`config.mk`:
```
export PLATFORM = sky130hd
export DESIGN_NAME = drum_step_sequencer_flat
export DESIGN_NICKNAME = d
export VERILOG_FILES = /design/src/rtl/drum_step_sequencer_pkg.sv /design/src/rtl/drum_step_sequencer_if.sv /design/src/rtl/drum_step_sequencer_pulse_gen.sv /design/src/rtl/drum_step_sequencer.sv /design/src/flat_wrapper.sv
export SDC_FILE = /design/constraint.sdc
export NUM_CORES = 1
export LEC_CHECK = 0
export CAP_MARGIN = 20
export CORE_MARGIN = 2
export CORE_UTILIZATION = 46
export DETAILED_ROUTE_END_ITERATION = 7
export PLACE_DENSITY = 0.67
export SETUP_SLACK_MARGIN = 0.05
export SYNTH_ARGS = -nofsm -noshare
export SYNTH_HDL_FRONTEND = slang
export SYNTH_HIERARCHICAL = 1
export SYNTH_SLANG_ARGS = --single-unit
```
`constraint.sdc`:
```
create_clock -name clk -period 4.1 [get_ports clk]
set_input_delay 0.82 -clock clk [delete_from_list [all_inputs] [get_ports clk]]
set_output_delay 0.82 -clock clk [all_outputs]
set_load 0.01 [all_outputs]
```
`src/rtl/drum_step_sequencer_pkg.sv`:
```
// Shared types and defaults for the drum step sequencer: FSM state encoding,
// default geometry and an index-width helper.
package drum_seq_pkg;

  typedef enum logic [0:0] {
    IDLE = 1'b0,
    RUN  = 1'b1
  } state_t;

  localparam int DEF_LANES     = 4;
  localparam int DEF_STEPS     = 8;
  localparam int DEF_DIV_W     = 16;
  localparam int DEF_PULSE_LEN = 4;

  // Index width that stays at least one bit for single-entry ranges.
  function automatic int idx_w(input int n);
    return (n > 1) ? $clog2(n) : 1;
  endfunction

  localparam int DEF_LANE_W = idx_w(DEF_LANES);
  localparam int DEF_STEP_W = idx_w(DEF_STEPS);

endpackage

```
`src/rtl/drum_step_sequencer_if.sv`:
```
// Pattern-load handshake between the host decoder (master) and the sequencer (slave).
interface drum_seq_if
  import drum_seq_pkg::*;
#(
  parameter int LANES = DEF_LANES,
  parameter int STEPS = DEF_STEPS
);
  localparam int LANE_W = idx_w(LANES);

  logic              load_valid;
  logic              load_ready;
  logic [LANE_W-1:0] load_lane;
  logic [STEPS-1:0]  load_pattern;

  modport master (output load_valid, output load_lane, output load_pattern, input load_ready);
  modport slave  (input load_valid, input load_lane, input load_pattern, output load_ready);
endinterface

```
`src/rtl/drum_step_sequencer_pulse_gen.sv`:
```
// Per-lane trigger stretcher: a hit loads the counter with the pulse length and
// the trigger stays high while the counter is non-zero.
module drum_pulse_gen #(
  parameter int LEN_W = 3
) (
  input  logic             clk,
  input  logic             rst,
  input  logic             clr,
  input  logic             hit,
  input  logic [LEN_W-1:0] len,
  output logic             trig
);

  logic [LEN_W-1:0] cnt_q;
  logic [LEN_W-1:0] cnt_d;

  // Next counter value: clear wins over a new hit, otherwise count down to zero.
  always_comb begin
    cnt_d = cnt_q;
    if (clr) begin
      cnt_d = '0;
    end else if (hit) begin
      cnt_d = len;
    end else if (cnt_q != '0) begin
      cnt_d = cnt_q - LEN_W'(1);
    end else begin
      cnt_d = cnt_q;
    end
  end

  // Counter register.
  always_ff @(posedge clk) begin
    if (rst) begin
      cnt_q <= '0;
    end else begin
      cnt_q <= cnt_d;
    end
  end

  assign trig = (cnt_q != '0);

endmodule

```
`src/rtl/drum_step_sequencer.sv`:
```
// Multi-lane drum step sequencer: tempo divider, shared step pointer, per-lane
// circular patterns and a single pending load slot committed at bar boundaries.
module drum_step_sequencer
  import drum_seq_pkg::*;
#(
  parameter  int LANES     = DEF_LANES,
  parameter  int STEPS     = DEF_STEPS,
  parameter  int DIV_W     = DEF_DIV_W,
  parameter  int PULSE_LEN = DEF_PULSE_LEN,
  localparam int LANE_W    = idx_w(LANES),
  localparam int STEP_W    = idx_w(STEPS),
  localparam int LEN_W     = idx_w(PULSE_LEN + 1)
) (
  input  logic              clk,
  input  logic              rst,
  input  logic              run,
  input  logic [DIV_W-1:0]  tempo_div,
  drum_seq_if.slave         load_if,
  output logic              step_tick,
  output logic [STEP_W-1:0] step_idx,
  output logic [LANES-1:0]  trig,
  output logic              busy
);

  state_t             state_q, state_d;
  logic [DIV_W-1:0]   div_cnt_q, div_cnt_d;
  logic [STEP_W-1:0]  next_step_q, next_step_d;
  logic [STEP_W-1:0]  step_idx_q, step_idx_d;
  logic               step_tick_q, step_tick_d;
  logic               busy_q, busy_d;
  logic [STEPS-1:0]   pat_q [LANES];
  logic [STEPS-1:0]   pat_d [LANES];
  logic               pend_q, pend_d;
  logic [LANE_W-1:0]  pend_lane_q, pend_lane_d;
  logic [STEPS-1:0]   pend_pat_q, pend_pat_d;

  logic [DIV_W-1:0]   div_eff_s;
  logic [LEN_W-1:0]   plen_s;
  logic               tick_s;
  logic               stop_s;
  logic               last_step_s;
  logic               commit_s;
  logic               accept_s;
  logic [LANES-1:0]   hit_s;

  // A zero divider would leave no low clock between hits, so it plays as 1;
  // the pulse is clipped to one clock shorter than the step period.
  assign div_eff_s   = (tempo_div == '0) ? DIV_W'(1) : tempo_div;
  assign plen_s      = (div_eff_s >= DIV_W'(PULSE_LEN)) ? LEN_W'(PULSE_LEN) : div_eff_s[LEN_W-1:0];
  assign tick_s      = (state_q == RUN) && run && (div_cnt_q == '0);
  assign stop_s      = (state_q == RUN) && !run;
  assign last_step_s = (next_step_q == STEP_W'(STEPS - 1));
  assign commit_s    = pend_q && ((state_q == IDLE) || (tick_s && last_step_s));
  assign accept_s    = load_if.load_valid && !pend_q;

  // Lane hit strobes for the step about to be played.
  always_comb begin
    hit_s = '0;
    for (int l = 0; l < LANES; l++) begin
      hit_s[l] = tick_s && pat_q[l][next_step_q];
    end
  end

  // FSM, tempo divider and step pointer.
  always_comb begin
    state_d     = state_q;
    div_cnt_d   = div_cnt_q;
    next_step_d = next_step_q;
    step_idx_d  = step_idx_q;
    step_tick_d = 1'b0;
    case (state_q)
      IDLE: begin
        div_cnt_d   = '0;
        next_step_d = '0;
        step_idx_d  = '0;
        if (run) begin
          state_d = RUN;
        end else begin
          state_d = IDLE;
        end
      end
      RUN: begin
        if (!run) begin
          state_d     = IDLE;
          div_cnt_d   = '0;
          next_step_d = '0;
          step_idx_d  = '0;
        end else if (div_cnt_q == '0) begin
          step_tick_d = 1'b1;
          step_idx_d  = next_step_q;
          next_step_d = last_step_s ? '0 : next_step_q + STEP_W'(1);
          div_cnt_d   = div_eff_s;
        end else begin
          div_cnt_d = div_cnt_q - DIV_W'(1);
        end
      end
      default: begin
        state_d = IDLE;
      end
    endcase
    busy_d = (state_d == RUN);
  end

  // Pending slot: commit has priority, and load_ready is low on a commit edge anyway.
  always_comb begin
    pat_d       = pat_q;
    pend_d      = pend_q;
    pend_lane_d = pend_lane_q;
    pend_pat_d  = pend_pat_q;
    if (commit_s) begin
      pend_d = 1'b0;
      if (32'(pend_lane_q) < LANES) begin
        pat_d[pend_lane_q] = pend_pat_q;
      end else begin
        pat_d = pat_q;
      end
    end else if (accept_s) begin
      pend_d      = 1'b1;
      pend_lane_d = load_if.load_lane;
      pend_pat_d  = load_if.load_pattern;
    end else begin
      pend_d = pend_q;
    end
  end

  // State and datapath registers.
  always_ff @(posedge clk) begin
    if (rst) begin
      state_q     <= IDLE;
      div_cnt_q   <= '0;
      next_step_q <= '0;
      step_idx_q  <= '0;
      step_tick_q <= 1'b0;
      busy_q      <= 1'b0;
      pat_q       <= '{default: '0};
      pend_q      <= 1'b0;
      pend_lane_q <= '0;
      pend_pat_q  <= '0;
    end else begin
      state_q     <= state_d;
      div_cnt_q   <= div_cnt_d;
      next_step_q <= next_step_d;
      step_idx_q  <= step_idx_d;
      step_tick_q <= step_tick_d;
      busy_q      <= busy_d;
      pat_q       <= pat_d;
      pend_q      <= pend_d;
      pend_lane_q <= pend_lane_d;
      pend_pat_q  <= pend_pat_d;
    end
  end

  for (genvar g = 0; g < LANES; g++) begin : g_lane
    drum_pulse_gen #(.LEN_W(LEN_W)) u_pulse (
      .clk  (clk),
      .rst  (rst),
      .clr  (stop_s),
      .hit  (hit_s[g]),
      .len  (plen_s),
      .trig (trig[g])
    );
  end

  assign load_if.load_ready = !pend_q;
  assign step_tick          = step_tick_q;
  assign step_idx           = step_idx_q;
  assign busy               = busy_q;

endmodule

```
`src/flat_wrapper.sv`:
```
// flat-port wrapper written by rule: the top's interface ports become plain ports
module drum_step_sequencer_flat import drum_seq_pkg::*;
#(
  parameter  int LANES     = DEF_LANES,
  parameter  int STEPS     = DEF_STEPS,
  parameter  int DIV_W     = DEF_DIV_W,
  parameter  int PULSE_LEN = DEF_PULSE_LEN,
  localparam int LANE_W    = idx_w(LANES),
  localparam int STEP_W    = idx_w(STEPS),
  localparam int LEN_W     = idx_w(PULSE_LEN + 1)
)
  (clk, rst, run, tempo_div, step_tick, step_idx, trig, busy, load_if_load_valid, load_if_load_lane, load_if_load_pattern, load_if_load_ready);
  drum_seq_if #(.LANES(LANES), .STEPS(STEPS)) load_if_i ();
  input  logic clk;
  input  logic rst;
  input  logic run;
  input  logic [DIV_W-1:0] tempo_div;
  output logic step_tick;
  output logic [STEP_W-1:0] step_idx;
  output logic [LANES-1:0] trig;
  output logic busy;
  input wire logic [$bits(load_if_i.load_valid)-1:0] load_if_load_valid;
  input wire logic [$bits(load_if_i.load_lane)-1:0] load_if_load_lane;
  input wire logic [$bits(load_if_i.load_pattern)-1:0] load_if_load_pattern;
  output wire logic [$bits(load_if_i.load_ready)-1:0] load_if_load_ready;
  assign load_if_i.load_valid = load_if_load_valid;
  assign load_if_i.load_lane = load_if_load_lane;
  assign load_if_i.load_pattern = load_if_load_pattern;
  assign load_if_load_ready = load_if_i.load_ready;
  drum_step_sequencer #(.LANES(LANES), .STEPS(STEPS), .DIV_W(DIV_W), .PULSE_LEN(PULSE_LEN)) u_core (.clk(clk), .rst(rst), .run(run), .tempo_div(tempo_div), .load_if(load_if_i), .step_tick(step_tick), .step_idx(step_idx), .trig(trig), .busy(busy));
endmodule
```
# Yosys cells after proc, flatten, opt, wreduce, memory -nomap -nowiden
# Index checks and enable logic that the tools add are counted.
totals:
  input_bits: 30
  ff_bits: 79
  elab_cells: 93
  out_inout_bits: 10
classes:
  addsub: 6
  n_bitwise: 4
  order_cmp: 4
  mux: 33
  n_reduce_logical: 28
  n_eq_ne: 2
op_table:
  columns: ["operator", "n"]
  rows:
  - ["2-to-1 mux 16 bit", 3]
  - ["2-to-1 mux 3 bit", 14]
  - ["bitwise mux 32 bit", 1]
  - ["logical NOT 16 bit", 2]
  - ["one-hot mux 16 bit (2 select lines)", 1]
  - ["demux 8 bit (select 2 bit)", 1]
  - ["greater-or-equal comparator 16 x 3 -> 1 bit (second input constant)", 1]
  - ["subtractor 16 x 1 -> 16 bit (second input constant)", 1]
  - ["binary-select mux 1 bit (select 3 bit)", 4]
  - ["one-hot mux 3 bit (2 select lines)", 2]
  - ["nonzero test 3 bit", 4]
  - ["subtractor 3 x 1 -> 3 bit (second input constant)", 4]
  - ["logical AND 1 bit", 11]
  - ["2-to-1 mux 8 bit", 1]
  - ["nonzero test 2 bit", 4]
  - ["2-to-1 mux 1 bit", 6]
  - ["< comparator 3 x 4 -> 1 bit (second input constant)", 1]
  - ["OR reduction 2 bit", 2]
  - ["adder 3 x 1 -> 3 bit (second input constant)", 1]
  - ["== test 3 bit (second input constant)", 1]
  - ["greater-or-equal comparator 3 bit (second input constant)", 1]
  - ["< comparator 3 x 1 -> 1 bit (second input constant)", 1]
  - ["!= test 3 bit (second input constant)", 1]
  - ["inverter 1 bit", 3]
  - ["5 further kinds", 6]

# Logic depth before layout (Yosys ltp)
logic_depth:
  ltp_word: 7
  depth_mapped: 9
  depth_no_buf: 9

# Modules after synthesis
# The synthesis kept the hierarchy.
by_module_without_submodules:
  columns: ["mod", "instances", "area_each_um2", "cells_per_inst"]
  rows:
  - ["drum_step_sequencer", 1, 3241.9, 353]
  - ["drum_pulse_gen", 4, 222.7, 21]

# Worst setup path before layout
# Ideal clock, no wire load.
synth_path:
  kind: "reg2reg"
  start: "reg u_core.div_cnt_q[3]"
  end: "reg u_core.g_lane[0].u_pulse.cnt_q[0]"
  arrival_ns: 2.613
  path_buffers: 2
  synth_period_minus_slack_ns: 2.713
  stages_incl_launch_ff: 10
  t_required_ns: 4.000
  setup_slack_ns: 1.387
  cell_sequence: "dfxtp_1 or4_1 buf_2 nor4_1 buf_2 nand3_1 nor2_1 nor2b_1 mux2_4 a2111oi_4"
synth_between:
  elab_chain_len: 4
  word_cells_on_any_way: 5
  classes_between: "mux (1); reduce/logical (4)"
synth_lines:
  columns: ["element", "line_no", "text"]
  rows:
  - ["start, declared", "drum_step_sequencer.sv:26", "logic [DIV_W-1:0] div_cnt_q, div_cnt_d;"]
  - ["start signal, assigned", "drum_step_sequencer.sv:141", "div_cnt_q <= div_cnt_d;"]
  - ["logical NOT 16 bit (*)", "drum_step_sequencer.sv:50", "assign tick_s = (state_q == RUN) && run && (div_cnt_q == '0);"]
  - ["logical AND 1 bit (*)", "drum_step_sequencer.sv:50", null]
  - ["logical AND 1 bit (*)", "drum_step_sequencer.sv:60", "hit_s[l] = tick_s && pat_q[l][next_step_q];"]
  - ["net u_core.hit_s[0]", "drum_step_sequencer.sv:44", "logic [LANES-1:0] hit_s;"]
  - ["2-to-1 mux 3 bit or nonzero test 2 bit (tied branches)", null, null]
  - ["end signal, assigned", "drum_step_sequencer_pulse_gen.sv:36", "cnt_q <= cnt_d;"]
  - ["end, declared", "drum_step_sequencer_pulse_gen.sv:14", "logic [LEN_W-1:0] cnt_q;"]
# Mark *: on every way through the listed nets, which the timed path passes. The rest lies on a longest branch.
# A chain may end at the register's enable or synchronous reset.

# Final worst setup path
layout_path:
  start: "reg u_core.div_cnt_q[3]"
  end: "reg u_core.g_lane[3].u_pulse.cnt_q[0]"
layout_between:
  elab_chain_len: 4
  word_cells_on_any_way: 5
  classes_between: "mux (1); reduce/logical (4)"
layout_lines:
  columns: ["element", "line_no"]
  rows:
  - ["logical NOT 16 bit (*)", "drum_step_sequencer.sv:50"]
  - ["logical AND 1 bit (*)", "drum_step_sequencer.sv:50"]
  - ["logical AND 1 bit (*)", "drum_step_sequencer.sv:60"]
  - ["net u_core.hit_s[3]", "drum_step_sequencer.sv:44"]
  - ["2-to-1 mux 3 bit or nonzero test 2 bit (tied branches)", null]
  - ["end signal, assigned", "drum_step_sequencer_pulse_gen.sv:36"]
  - ["end, declared", "drum_step_sequencer_pulse_gen.sv:14"]
# Marks and branches as above.

==> qor.txt <==
Status - complete, no violations
Non-filler instance count after layout - 580
Post-synthesis compound-gate area fraction - 12.8%
Routed Wire Length - 9.01 mm
Adder-Cell Fraction of Synth Area - 3.63%
Power Total - 2360 uW
Setup TNS - 0 ps
Final Hold Viols - 0
Core box area - 8720 um2
Die Width - 98.8 um
Final WS setup - 1060 ps
Drt drc - 0
Num rows - 34
WS Path Type - reg -> reg
Pwr per Cell Area - 490 nW/um2
Post-Synth XOR/XNOR Area - 3.39%
Root Buffer - clkbuf_8
Post-placement setup slack - 1080 ps
Setup-failing EPs final - 0
Vias in the first global route - 3112
Post-CTS setup buffer count - 0
Synth top area cells - dfxtp_1 (38%), mux2i_1 (8.7%), nand2b_1 (6.5%)
Cts hold-fix bufs - 0
Biggest area consumer among synthesized cells - dfxtp_1
Buffers added on ports - 39
Netlist cell types - 43
Share of the synthesized area in the top cell type - 38.3%
Startpoint type of the worst setup path - register
Crit end category - register
Global-route wire length before repair - 15.1 mm
WP data required - 4360 ps
Vias - 3205
Antenna violations before repair - 0
Syn nets - 479
Largest family of logic cells by synthesized area - simple AND/OR/NAND/NOR gates
Clock Sinks - 79
Yosys warnings - 6
Final layout net count - 509
Routability Congestion - 0.751
Initial DRC count - 98
Post_cts resized - 0
Actual slew at the worst max-slew pin - 1090 ps
Num CTS Buffers - 9
Detailed Place HPWL - 6.43 mm
CTS Buffer Depth - 2
Ports - 40
Starting Density - 47.4%
Placed cell count - 564
CTS tree - built
Max_cap viols - 0
ANT nets after route - 0
Die H - 98.8 um
Worst EP arrival - 3290 ps
Fin area - 4820 um2
Antenna diode count - 0
All-layer global routing usage - 19.0%
Crit Path Max Fanout - 12
Dominant synthesized flop cell - dfxtp_1
Final Cycle Share - 74.1%
Multiplexer share of the synthesized area - 14.5%
FMAX - 329 MHz
Gr ovfl total - 0
Clock transition at the registers of the reported paths - 90 ps
Hold WC Path Type - reg -> reg
H-Tree Depth - 3
Vias per cell - 5.53
#FFs+latches synth - 79
Largest net degree at the start of global routing - 35
Mapped Area - 4130 um2
RSZ-0062 raised after global routing - false
Final clock skew - 14.2 ps
Ys async rst share - 0%
Minimum clock period - 3040 ps
Wire per inst - 15.5 um
Area Growth Syn to Fin - 16.7%
Synth Area in Simple Gates - 23.5%
Register area share after synthesis - 38.3%
Worst-Skew Late Latency - 360 ps
Dpl cell area - 4600 um2
Peak supply drop - 0.215 mV
First-pass DRT Iterations - 5
Relative slew slack - 27.2%
Layout cells sized above 1 - 10.6%
Final slew viol count - 0
Number of synthesized flops with an enable pin - 0
Die ar. - 9760 um2
Mapped Cells - 437
P_leak - 0.00189 uW
Avg Cell Area, Syn - 9.46 um2
[registers in the layout, summed over array words and instances, names as in the netlist]
name	count
u_core/g_lane.u_pulse/cnt_q	12
u_core/busy	1
u_core/pend_pat_q	8
u_core/pend_lane_q	2
u_core/pat_q	32
u_core/div_cnt_q	16
u_core/pend_q	1
u_core/step_idx	3
u_core/next_step_q	3
u_core/step_tick	1
[logic make-up (layout without fill, tap and decap cells)]
kind of cell               count (synthesis)  after routing
and+or+nand+nor                          174            174
DFF                                       79             79
AOI/OAI and AO/OA                         66             66
muxes                                     48             48
buffers and inverters                     42             77
xor gates and xnor gates                  16             16
adders and majority gates                 12             12
[routing by layer]
metal / global-route usage [%] / up-vias / wire, um
met2: 32.8 / 53 / 4500
met4: 4.53 / 0 / 79
met3: 4.89 / 6 / 310
met1: 23.8 / 1546 / 4120
met5: 0 / - / 0
li1: - / 1600 / -
[where the power goes]
group	total [uW]	internal [uW]	switching, uW
clock network	639	346	293
registers	889	837	52.0
logic	834	447	387
total	2360	1630	732
[through the flow]
stage	hold WS (ps)	util (%)
after floorplan	437	-
after global placement	446	52.8
after global routing	478	55.3
after detailed placement	449	52.8
after CTS	462	55.3
final	460	55.3
[final timing paths]
check	startpoint	end	slack, ps	cells after the start
worst min register to register	u_core/pend_pat_q[2]	u_core/pend_pat_q[2]	460	2
worst max-delay path	u_core/div_cnt_q[3]	u_core/g_lane[3].u_pulse/cnt_q[0]	1060	8
worst min-delay path	u_core/pend_pat_q[2]	u_core/pend_pat_q[2]	460	2
worst max register to register	u_core/div_cnt_q[3]	u_core/g_lane[3].u_pulse/cnt_q[0]	1060	8
[critical path, cell delays in order, from the launching register on]
cell,delay [ps]
dfxtp_1,360
or4_1,730
nor4_2,270
buf_4,220
nand3_1,210
nor2_1,560
nor2b_1,110
mux2_4,300
a2111oi_4,190
[synthesized netlist by cell type, drive strengths merged, types with 2 or more instances]
cell type	instances
mux4	8
nand3	9
or4	4
buf	3
xnor2	6
nand2	38
a2111oi	4
a211o	4
xor2	10
a21oi	23
nor3b	5
mux2	4
nand2b	47
clkbuf	22
ha	12
mux2i	36
o21ai	8
inv	17
nor2b	8
or2	2
a211oi	21
nand4	3
nor3	20
nor2	20
dfxtp	79
nor4	8
nand3b	4
[cell usage in the layout, fill, tap and decap left out, types with 10 or more instances in the layout]
cell type	n
inv_1	17
xor2_1	10
nand2b_1	43
a211oi_1	17
ha_1	12
dfxtp_1	79
a21oi_1	23
mux2i_1	36
nand2_1	38
nor2_1	20
nor3_1	20
clkdlybuf4s50_1	38
[area by class of cell]
class,count,area [um2]
tap,108,135
clock buffer,10,128
inverter,17,63.8
timing repair buffer,44,423
clock inverter,6,92.6
fill,786,3900
sequential,79,1580
multi-input combinational,316,2400
Note: power is estimated with default switching activity, not from simulation.
